File: config.mk
export PLATFORM = sky130hd
export DESIGN_NAME = pipelined_decode_controller
export DESIGN_NICKNAME = d
export VERILOG_FILES = /design/src/rtl/pipeline_ctrl_pkg.sv /design/src/rtl/pipelined_decode_controller_opcode_decoder.sv /design/src/rtl/pipelined_decode_controller.sv
export SDC_FILE = /design/constraint.sdc
export NUM_CORES = 1
export LEC_CHECK = 0
export ABC_AREA = 1
export CELL_PAD_IN_SITES_DETAIL_PLACEMENT = 1
export CELL_PAD_IN_SITES_GLOBAL_PLACEMENT = 1
export CORE_MARGIN = 1
export CORE_UTILIZATION = 32
export CTS_BUF_LIST = sky130_fd_sc_hd__clkbuf_2
export CTS_CLUSTER_DIAMETER = 30
export DETAILED_ROUTE_END_ITERATION = 6
export PLACE_DENSITY = 0.9
export SLEW_MARGIN = 20
export SYNTH_ARGS = -nofsm -noshare
export SYNTH_HDL_FRONTEND = slang
export SYNTH_SLANG_ARGS = --single-unit
File: constraint.sdc
create_clock -name clk -period 1.6 [get_ports clk]
set_input_delay 0.48 -clock clk [delete_from_list [all_inputs] [get_ports clk]]
set_output_delay 0.48 -clock clk [all_outputs]
set_load 0.005 [all_outputs]
File: src/rtl/pipeline_ctrl_pkg.sv
// Shared encodings for the ID-stage decode controller: opcodes, ALU commands,
// branch types and the packed control bundle carried into ID/EXE.
package pipeline_ctrl_pkg;

  localparam logic [5:0] OP_NOP  = 6'd0;
  localparam logic [5:0] OP_ADD  = 6'd1;
  localparam logic [5:0] OP_SUB  = 6'd3;
  localparam logic [5:0] OP_AND  = 6'd5;
  localparam logic [5:0] OP_OR   = 6'd6;
  localparam logic [5:0] OP_NOR  = 6'd7;
  localparam logic [5:0] OP_XOR  = 6'd8;
  localparam logic [5:0] OP_SLA  = 6'd9;
  localparam logic [5:0] OP_SLL  = 6'd10;
  localparam logic [5:0] OP_SRA  = 6'd11;
  localparam logic [5:0] OP_SRL  = 6'd12;
  localparam logic [5:0] OP_ADDI = 6'd32;
  localparam logic [5:0] OP_SUBI = 6'd33;
  localparam logic [5:0] OP_LD   = 6'd36;
  localparam logic [5:0] OP_ST   = 6'd37;
  localparam logic [5:0] OP_BEZ  = 6'd40;
  localparam logic [5:0] OP_BNE  = 6'd41;
  localparam logic [5:0] OP_JMP  = 6'd42;

  localparam logic [1:0] BR_NONE = 2'b00;
  localparam logic [1:0] BR_BEZ  = 2'b01;
  localparam logic [1:0] BR_BNE  = 2'b10;
  localparam logic [1:0] BR_JMP  = 2'b11;

  localparam logic [3:0] EXE_ADD = 4'b0000;
  localparam logic [3:0] EXE_SUB = 4'b0010;
  localparam logic [3:0] EXE_AND = 4'b0100;
  localparam logic [3:0] EXE_OR  = 4'b0101;
  localparam logic [3:0] EXE_NOR = 4'b0110;
  localparam logic [3:0] EXE_XOR = 4'b0111;
  localparam logic [3:0] EXE_SHL = 4'b1000;
  localparam logic [3:0] EXE_SRA = 4'b1001;
  localparam logic [3:0] EXE_SRL = 4'b1010;

  typedef struct packed {
    logic       Is_Imm;
    logic       WB_En;
    logic       MEM_R_En;
    logic       MEM_W_En;
    logic [3:0] EXE_Cmd;
    logic [1:0] BR_Type;
  } ctrl_t;

  typedef enum logic {
    ST_RUN,
    ST_BR_WAIT
  } state_e;

endpackage

File: src/rtl/pipelined_decode_controller_opcode_decoder.sv
// Purely combinational opcode decode into the control bundle plus an
// illegal-opcode flag; illegal opcodes decode to an all-zero bundle.
module opcode_decoder
  import pipeline_ctrl_pkg::*;
#(
  parameter int OPCODE_W = 6
) (
  input  logic [OPCODE_W-1:0] opcode,
  output ctrl_t               ctrl,
  output logic                illegal
);

  logic upper_nz;

  if (OPCODE_W > 6) begin : g_upper
    assign upper_nz = |opcode[OPCODE_W-1:6];
  end else begin : g_no_upper
    assign upper_nz = 1'b0;
  end

  // NOTE: every output gets a default first so no path through the case infers a latch.
  always_comb begin
    ctrl    = '0;
    illegal = 1'b0;
    unique case (opcode[5:0])
      OP_NOP:  ;
      OP_ADD:  begin ctrl.WB_En = 1'b1; ctrl.EXE_Cmd = EXE_ADD; end
      OP_SUB:  begin ctrl.WB_En = 1'b1; ctrl.EXE_Cmd = EXE_SUB; end
      OP_AND:  begin ctrl.WB_En = 1'b1; ctrl.EXE_Cmd = EXE_AND; end
      OP_OR:   begin ctrl.WB_En = 1'b1; ctrl.EXE_Cmd = EXE_OR;  end
      OP_NOR:  begin ctrl.WB_En = 1'b1; ctrl.EXE_Cmd = EXE_NOR; end
      OP_XOR:  begin ctrl.WB_En = 1'b1; ctrl.EXE_Cmd = EXE_XOR; end
      OP_SLA,
      OP_SLL:  begin ctrl.WB_En = 1'b1; ctrl.EXE_Cmd = EXE_SHL; end
      OP_SRA:  begin ctrl.WB_En = 1'b1; ctrl.EXE_Cmd = EXE_SRA; end
      OP_SRL:  begin ctrl.WB_En = 1'b1; ctrl.EXE_Cmd = EXE_SRL; end
      OP_ADDI: begin ctrl.Is_Imm = 1'b1; ctrl.WB_En = 1'b1; ctrl.EXE_Cmd = EXE_ADD; end
      OP_SUBI: begin ctrl.Is_Imm = 1'b1; ctrl.WB_En = 1'b1; ctrl.EXE_Cmd = EXE_SUB; end
      OP_LD:   begin ctrl.Is_Imm = 1'b1; ctrl.WB_En = 1'b1; ctrl.MEM_R_En = 1'b1; end
      OP_ST:   begin ctrl.Is_Imm = 1'b1; ctrl.MEM_W_En = 1'b1; end
      OP_BEZ:  begin ctrl.Is_Imm = 1'b1; ctrl.BR_Type = BR_BEZ; end
      OP_BNE:  begin ctrl.Is_Imm = 1'b1; ctrl.BR_Type = BR_BNE; end
      OP_JMP:  begin ctrl.Is_Imm = 1'b1; ctrl.BR_Type = BR_JMP; end
      default: illegal = 1'b1;
    endcase
    if (upper_nz) begin
      ctrl    = '0;
      illegal = 1'b1;
    end
  end

endmodule

File: src/rtl/pipelined_decode_controller.sv
// ID-stage control unit: decodes the opcode, inserts bubbles for load-use
// hazards, flushes and branch-resolution stalls, and registers into ID/EXE.
module pipelined_decode_controller
  import pipeline_ctrl_pkg::*;
#(
  parameter int OPCODE_W        = 6,
  parameter int EXE_CMD_W       = 4,
  parameter int BR_STALL_CYCLES = 1,
  parameter int JMP_STALLS      = 0
) (
  input  logic                 clk,
  input  logic                 rst,
  input  logic [OPCODE_W-1:0]  Opcode,
  input  logic                 Instr_Valid,
  input  logic                 Hazard_Stall,
  input  logic                 Flush,
  output logic                 Fetch_Stall,
  output logic                 Out_Valid,
  output logic                 Is_Imm,
  output logic                 WB_En,
  output logic                 MEM_R_En,
  output logic                 MEM_W_En,
  output logic [EXE_CMD_W-1:0] EXE_Cmd,
  output logic [1:0]           BR_Type,
  output logic                 Illegal_Op
);

  localparam int CNT_W = (BR_STALL_CYCLES > 0) ? $clog2(BR_STALL_CYCLES + 1) : 1;
  localparam logic [CNT_W-1:0] CNT_LOAD = CNT_W'(BR_STALL_CYCLES);

  ctrl_t            dec_ctrl;
  logic             dec_illegal;
  state_e           state_q, state_d;
  logic [CNT_W-1:0] cnt_q, cnt_d;
  logic             out_valid_q, out_valid_d;
  ctrl_t            ctrl_q, ctrl_d;
  logic             illegal_q, illegal_d;
  logic             accept;
  logic             br_stalls;

  opcode_decoder #(.OPCODE_W(OPCODE_W)) u_decoder (
    .opcode  (Opcode),
    .ctrl    (dec_ctrl),
    .illegal (dec_illegal)
  );

  // An instruction leaves ID only in RUN, with no flush and no load-use hazard.
  assign accept    = !Flush && (state_q == ST_RUN) && Instr_Valid && !Hazard_Stall;
  assign br_stalls = (BR_STALL_CYCLES > 0) && !dec_illegal &&
                     ((dec_ctrl.BR_Type == BR_BEZ) || (dec_ctrl.BR_Type == BR_BNE) ||
                      ((dec_ctrl.BR_Type == BR_JMP) && (JMP_STALLS != 0)));

  // NOTE: sequential state uses non-blocking assignments so every flop samples pre-edge values.
  always_ff @(posedge clk) begin
    if (rst) begin
      state_q <= ST_RUN;
      cnt_q   <= '0;
    end else begin
      state_q <= state_d;
      cnt_q   <= cnt_d;
    end
  end

  always_comb begin
    state_d = state_q;
    cnt_d   = cnt_q;
    if (Flush) begin
      state_d = ST_RUN;
      cnt_d   = '0;
    end else if (state_q == ST_BR_WAIT) begin
      cnt_d = (cnt_q == '0) ? '0 : cnt_q - CNT_W'(1);
      if (cnt_q <= CNT_W'(1)) state_d = ST_RUN;
    end else if (accept && br_stalls) begin
      state_d = ST_BR_WAIT;
      cnt_d   = CNT_LOAD;
    end
  end

  always_comb begin
    Fetch_Stall = ((state_q == ST_BR_WAIT) || (Hazard_Stall && Instr_Valid)) && !Flush && !rst;
    out_valid_d = accept && !dec_illegal;
    ctrl_d      = out_valid_d ? dec_ctrl : '0;
    illegal_d   = accept && dec_illegal;
  end

  // NOTE: synchronous reset clears every output flop so a bubble never carries X into EXE.
  always_ff @(posedge clk) begin
    if (rst) begin
      out_valid_q <= 1'b0;
      ctrl_q      <= '0;
      illegal_q   <= 1'b0;
    end else begin
      out_valid_q <= out_valid_d;
      ctrl_q      <= ctrl_d;
      illegal_q   <= illegal_d;
    end
  end

  assign Out_Valid  = out_valid_q;
  assign Is_Imm     = ctrl_q.Is_Imm;
  assign WB_En      = ctrl_q.WB_En;
  assign MEM_R_En   = ctrl_q.MEM_R_En;
  assign MEM_W_En   = ctrl_q.MEM_W_En;
  assign EXE_Cmd    = EXE_CMD_W'(ctrl_q.EXE_Cmd);
  assign BR_Type    = ctrl_q.BR_Type;
  assign Illegal_Op = illegal_q;

endmodule

==> results by group, run 1 <==
Status
  • Outcome: finished, violations left
  • Failing checks: negative setup slack

Timing
  • Clock Skew: roughly 0.46 ps
  • Hold violation count in the final report: 0
  • Slew HR: 79.6%
  • RSZ-0062 raised after global routing: true
  • Post-route setup slack: -78.2 ps
  • Fmax: approximately 600 MHz
  • Final min period: between 1500 and 2000 ps
  • Setup-failing EPs final: 1
  • Pin slew with the least headroom to its limit: just over 300 ps
  • Fin crit share: 105%
  • Slew Limit Fails: 0
  • Hold Slack: around 480 ps

Cells and area
  • Area occupied by multi-input gates: about 430 um^2
  • Ant diodes: 0
  • Layout area overhead: 65.4%
  • Finished Core Util: 58.3%
  • Number of nets in the layout: 159
  • Fraction of layout instances using a drive strength above 1: between 40 and 50%
  • Largest register FFs: 4
  • Sequential cell area: about 270 um^2
  • Filler cell count: roughly 270

Clock tree
  • Clock buffer count from CTS: 3
  • H-tree levels: 1
  • CTS Buffer Depth: 2
  • Clock sinks: 13
  • Clock tree root buffer cell: clkbuf_2
  • Worst-Skew Late Latency: 280 ps
  • Reg clk slew, reported paths: 120 ps
  • CTS Hold Bufs: 0
  • TritonCTS clock tree: done

Floorplan
  • Starting Density: 35.2%
  • Top Ports: 24
  • Rows: 16
  • Core Region: around 2000 um^2
  • Die area: between 2000 and 2500 um^2
  • Die height: 49.4 um
  • Die X: between 40 and 50 um

Yosys
  • Yosys warning total: 0
  • Mean Syn Cell Area: between 7 and 8 um^2
  • Post-synth cell types: 23
  • Predominant post-synthesis flop cell: dfxtp_1
  • FF+latch count, synth: 13
  • Post-Syn Nets: 110
  • Register area share after synthesis: a little over a third
  • Ys async rst share: 0%
  • Syn Inst Count: 99
  • Number of synthesized flops with an enable pin: 0
  • Synthesized area: 719 um^2

Pwr
  • Cell area power density: 549 nW/um^2
  • Peak supply drop: just under 0.4 mV
  • Pleak: roughly 0.73 nW

Global routing
  • Largest net degree at the start of global routing: 8
  • First-pass GRT wire length: about 4100 um
  • GR Overflow Total: 0
  • Vias in the first global route: 901
  • Initial antenna violation count: 0
  • Gr usage total: between 20 and 25%

Drt
  • Number of detailed-route iterations in the first pass: 4
  • Wire per inst: 15.3 um
  • DRC: 0
  • Antenna violation net count after detailed routing: 0
  • Via/cell ratio: approximately 5
  • WL final: 2660 um
  • Via count: a little under 900
  • DRT iter0 DRCs: 9

Critical path
  • Required @ worst endpoint: 1120 ps
  • Setup CP Type: reg2out
  • Critical path endpoint category: output pin
  • CP Max Fanout: 2
  • Arrival @ worst endpoint: about 1200 ps
  • Worst setup SP type: flip-flop

Run
  • Max Cap Viol: 0

Placed design
  • GPL Wtd Cong: 0.877
  • DP HPWL: between 1500 and 2000 um
  • Number of port buffers: 23

Worst hold path
  • Min-Delay Path Class: in2reg
## Yosys cell counts (2+ instances only)
library cell / instances / area [um^2]
dfxtp_1: 13 / 260
nand2_1: 16 / 60.1
nor2_2: 9 / 56.3
nor3_1: 2 / 10.0
inv_2: 4 / 15.0
nand3_4: 2 / 35.0
inv_1: 10 / 37.5
nand3_2: 2 / 20.0
nor2_1: 17 / 63.8
nor2_4: 3 / 33.8
nand3_1: 9 / 45.0
## path summary, 6_finish.rpt
path | startpoint | endpoint | slack [ps] | cells past startpoint
worst max-delay path | state_q$_SDFF_PP0_ | Fetch_Stall | -80 | 4
worst min-delay path | rst | Illegal_Op$_SDFF_PP0_ | 480 | 3
worst max register to register | state_q$_SDFF_PP0_ | EXE_Cmd[3]$_SDFF_PP0_ | 500 | 6
worst min register to register | state_q$_SDFF_PP0_ | Illegal_Op$_SDFF_PP0_ | 690 | 4
## kinds of logic after synthesis
kind of cell    Yosys count  synth area share, %
flops                    13                 36.2
simple gates             68                 53.2
buf+inv                  14                 7.30
compound gates            4                 3.30
## power by group
part / leakage [nW] / internal, W / switching, W / total (W)
Sequential: 0.108 / 0.000325 / 0.000000293 / 0.000325
Combinational: 0.610 / 0.0000643 / 0.0000864 / 0.000151
Clock: 0.0166 / 0.0000662 / 0.000111 / 0.000177
Total: 0.735 / 0.000455 / 0.000198 / 0.000653
## cell usage in the layout, fill, tap and decap left out, drive strengths merged
master | netlist | final
and2 | 1 | 1
clkdlybuf4s15 | 0 | 3
o211ai | 1 | 1
buf | 0 | 25
nand2 | 18 | 18
clkbuf | 0 | 5
o21ai | 1 | 1
nand3 | 13 | 13
and3 | 1 | 1
nor2 | 29 | 29
or3 | 1 | 1
inv | 14 | 14
nor3 | 3 | 3
a31oi | 1 | 1
nor4 | 1 | 1
a21oi | 1 | 1
nand4 | 1 | 1
dfxtp | 13 | 13
dlygate4sd2 | 0 | 5
dlymetal6s2s | 0 | 10
## stage by stage
step | instances | TNS (ps) | setup slack [ps] | instance area (um^2) | power (W)
finish | 174 | -78.2 | -78.2 | 1190 | 0.000653
global route | 174 | -148 | -148 | 1190 | 0.000697
CTS | 174 | -68.3 | -68.3 | 1160 | 0.000653
detailed placement | 169 | -6980 | -798 | 1130 | 0.000482
global placement | 169 | -5900 | -723 | 1130 | 0.000474
floorplan | 99 | 0 | 225 | 719 | 0.000395
## routing by layer
layer  routed length [um]  up-vias  track usage, %
li1                     -      409               -
met2                 1460       37            45.4
met3                  151       10            4.05
met5                    0        -               0
met1                  940      409            23.6
met4                  108        0            7.14
## final cells by class
class,count,share of cell area (%)
Clock buffer,4,1.68
Inverter,14,4.42
Multi-Input combinational cell,72,36.4
Sequential cell,13,22.6
Timing Repair Buffer,44,32.1
Tap cell,27,2.84
## timing repair
action,4_1_cts,5_1_grt
endpoints found under the setup margin,17,18
resized for setup,37,18
setup buffers,1,0
pin swaps,4,0
endpoints found under the hold margin,0,0
## critical path, cell delays in order (launching register included)
cell     delay [ps]
dfxtp_2         370
a21oi_2          40
or3_1           330
inv_1            70
buf_2           110
(Power assumes the default switching activity.)
==> run 2, diff against run 1 <==
--- a/config.mk
+++ b/config.mk
@@ -9,11 +9,11 @@
 export CELL_PAD_IN_SITES_DETAIL_PLACEMENT = 1
 export CELL_PAD_IN_SITES_GLOBAL_PLACEMENT = 1
 export CORE_MARGIN = 1
-export CORE_UTILIZATION = 32
+export CORE_UTILIZATION = 29
 export CTS_BUF_LIST = sky130_fd_sc_hd__clkbuf_2
 export CTS_CLUSTER_DIAMETER = 30
 export DETAILED_ROUTE_END_ITERATION = 6
-export PLACE_DENSITY = 0.9
+export PLACE_DENSITY = 0.86
 export SLEW_MARGIN = 20
 export SYNTH_ARGS = -nofsm -noshare
 export SYNTH_HDL_FRONTEND = slang
==> constraint.sdc (replaced) <==
create_clock -name clk -period 1.4 [get_ports clk]
set_input_delay 0.42 -clock clk [delete_from_list [all_inputs] [get_ports clk]]
set_output_delay 0.42 -clock clk [all_outputs]
set_load 0.005 [all_outputs]
==> results by group, run 2 (synthesis gave the netlist of run 1 again) <==
Status
  • Outcome: finished, violations left
  • Failing checks: negative setup slack

Worst hold path
  • Worst Hold Path Cells: 2
  • Worst Hold Endpoint: state_q$_SDFF_PP0_
  • Min-Delay Path Class: in2reg
  • Hold Startpoint: Opcode[1]

Pwr
  • Flop pwr share: about 50%
  • Pleak: around 0.58 nW
  • Internal power: 0.000516 W
  • Switching Fraction: between 20% and 30%
  • Clk network pwr share: between 20 and 30%
  • Cell area power density: roughly 650 nW/um^2
  • Peak supply drop: 0.291 mV
  • Logic pwr share: 21.5%
  • Psw: ~0.00022 W

Run
  • Max Cap Viol: 0

Timing
  • Pin slew with the least headroom to its limit: about 360 ps
  • Fin crit share: 110%
  • Hold violation count in the final report: 0
  • Slew HR: around three quarters
  • Slew Limit Fails: 0
  • Fin Setup TNS: -146 ps
  • Fmax: roughly 650 MHz
  • RSZ-0062 raised after global routing: true
  • Post-route setup slack: -146 ps
  • Clock Skew: approximately 6.5 ps
  • Final min period: 1550 ps
  • Setup-failing EPs final: 1
  • Hold Slack: roughly 470 ps

Floorplan
  • Core Region: around 2300 um^2
  • Starting Density: between 30% and 40%
  • Top Ports: 24
  • Rows: 17
  • Die area: 2680 um^2
  • Die X: around 52 um
  • Die height: about 52 um

Cells and area
  • Finished Core Util: ~50%
  • Commonest non-fill, non-tap cells in the layout: 18 x buf_4, 15 x nand2_1, 14 x nor2_1, 14 x dlygate4sd2_1, 11 x dfxtp_1
  • Commonest non-fill, non-tap cell in the layout: buf_4
  • Largest register FFs: 4
  • Ant diodes: 0
  • Number of nets in the layout: about 160
  • Fraction of layout instances using a drive strength above 1: 39.6%
  • Final Instance Count excl. Fillers: between 150 and 200
  • Layout area overhead: 58.3%

Drt
  • DRT iter0 DRCs: 10
  • WL final: around 2000 um
  • Number of detailed-route iterations in the first pass: 4
  • Wire per inst: 11.7 um
  • DRC: 0
  • Via count: ~800
  • Via/cell ratio: about 4.5
  • Antenna violation net count after detailed routing: 0

Global routing
  • Vias in the first global route: about 800
  • GR Overflow Total: 0
  • Largest net degree at the start of global routing: 9
  • Initial antenna violation count: 0
  • First-pass GRT wire length: between 3000 and 4000 um
  • Gr usage total: 17.3%

Placed design
  • GPL Wtd Cong: between 0.9 and 1
  • DP HPWL: 1750 um
  • Number of port buffers: 23
  • DP Cell Count: roughly 170
  • Place WS: -855 ps

Clock tree
  • Clock sinks: 13
  • Clock buffer count from CTS: 3
  • Worst-Skew Late Latency: 280 ps
  • TritonCTS clock tree: done
  • H-tree levels: 1
  • Reg clk slew, reported paths: about 130 ps
  • Clock tree root buffer cell: clkbuf_2
  • CTS Buffer Depth: 2

Critical path
  • Reg-to-reg slack, setup: between 400 and 500 ps
  • FF-to-FF path depth: 6
  • Required @ worst endpoint: slightly below 1000 ps
  • Reg2reg start: state_q$_SDFF_PP0_
  • Arrival @ worst endpoint: 1130 ps
  • Reg-to-Reg End: EXE_Cmd[0]$_SDFF_PP0_
  • Setup CP Type: in2out
  • Critical path endpoint category: output pin
  • CP Max Fanout: 2
  • Worst setup SP type: input port
[run 2: changes by cell type in the layout (fill, tap and decap cells not counted), sizes merged]
cell / previous run / this run
buf: 25 / 19
clkbuf: 5 / 6
clkdlybuf4s15: 3 / 6
dlygate4sd2: 5 / 14
dlymetal6s2s: 10 / 0
[run 2: worst max-delay path by stage]
stage | to | cells after the start | slack, ps | from
after global placement | Fetch_Stall | 5 | -810 | Hazard_Stall
final | Fetch_Stall | 4 | -150 | Flush
after detailed placement | Fetch_Stall | 5 | -860 | Hazard_Stall
after CTS | Fetch_Stall | 4 | -150 | state_q$_SDFF_PP0_
after floorplan | EXE_Cmd[0]$_SDFF_PP0_ | 7 | 120 | Opcode[5]
after global routing | Fetch_Stall | 4 | -220 | state_q$_SDFF_PP0_
[run 2: worst max-delay path, cell delays in order]
cell	delay (ps)
clkdlybuf4s15_1	180
or3_1	370
inv_1	50
buf_2	100
[run 2: metrics by stage]
stage / power (W) / cell area [um^2]
after floorplan: 0.000451 / 719
after global placement: 0.000532 / 1110
after detailed placement: 0.000539 / 1110
after CTS: 0.000737 / 1140
after global routing: 0.000773 / 1140
final: 0.000734 / 1140
[run 2: routing by layer]
metal / track usage (%) / vias up / routed length, um
li1: - / 404 / -
met1: 18.6 / 357 / 872
met2: 34.0 / 16 / 1080
met3: 1.75 / 2 / 40
met4: 6.76 / 0 / 15
met5: 0 / - / 0
[run 2: cell type report]
cell class                 count  area [um^2]
multi-input combinational     72          432
timing repair buffer          41          337
inverter                      14         52.6
fill                         296         1140
sequential                    13          263
tap                           28         35.0
clock buffer                   4         20.0
[run 2: timing repair]
action,CTS,global route
buffers inserted,0,1
setup endpoints to repair,26,13
gates cloned,0,0
gates resized for setup,46,2
hold endpoints to repair,0,0
hold buffers,0,0
pin swaps,4,2
[run 2: power by group through the flow]
stage	clock network, W	logic, W	registers (W)
floorplan	0	0.0000709	0.000380
global placement	0	0.000153	0.000380
detailed placement	0	0.000159	0.000380
CTS	0.000207	0.000158	0.000372
global route	0.000228	0.000173	0.000372
finish	0.000205	0.000158	0.000372
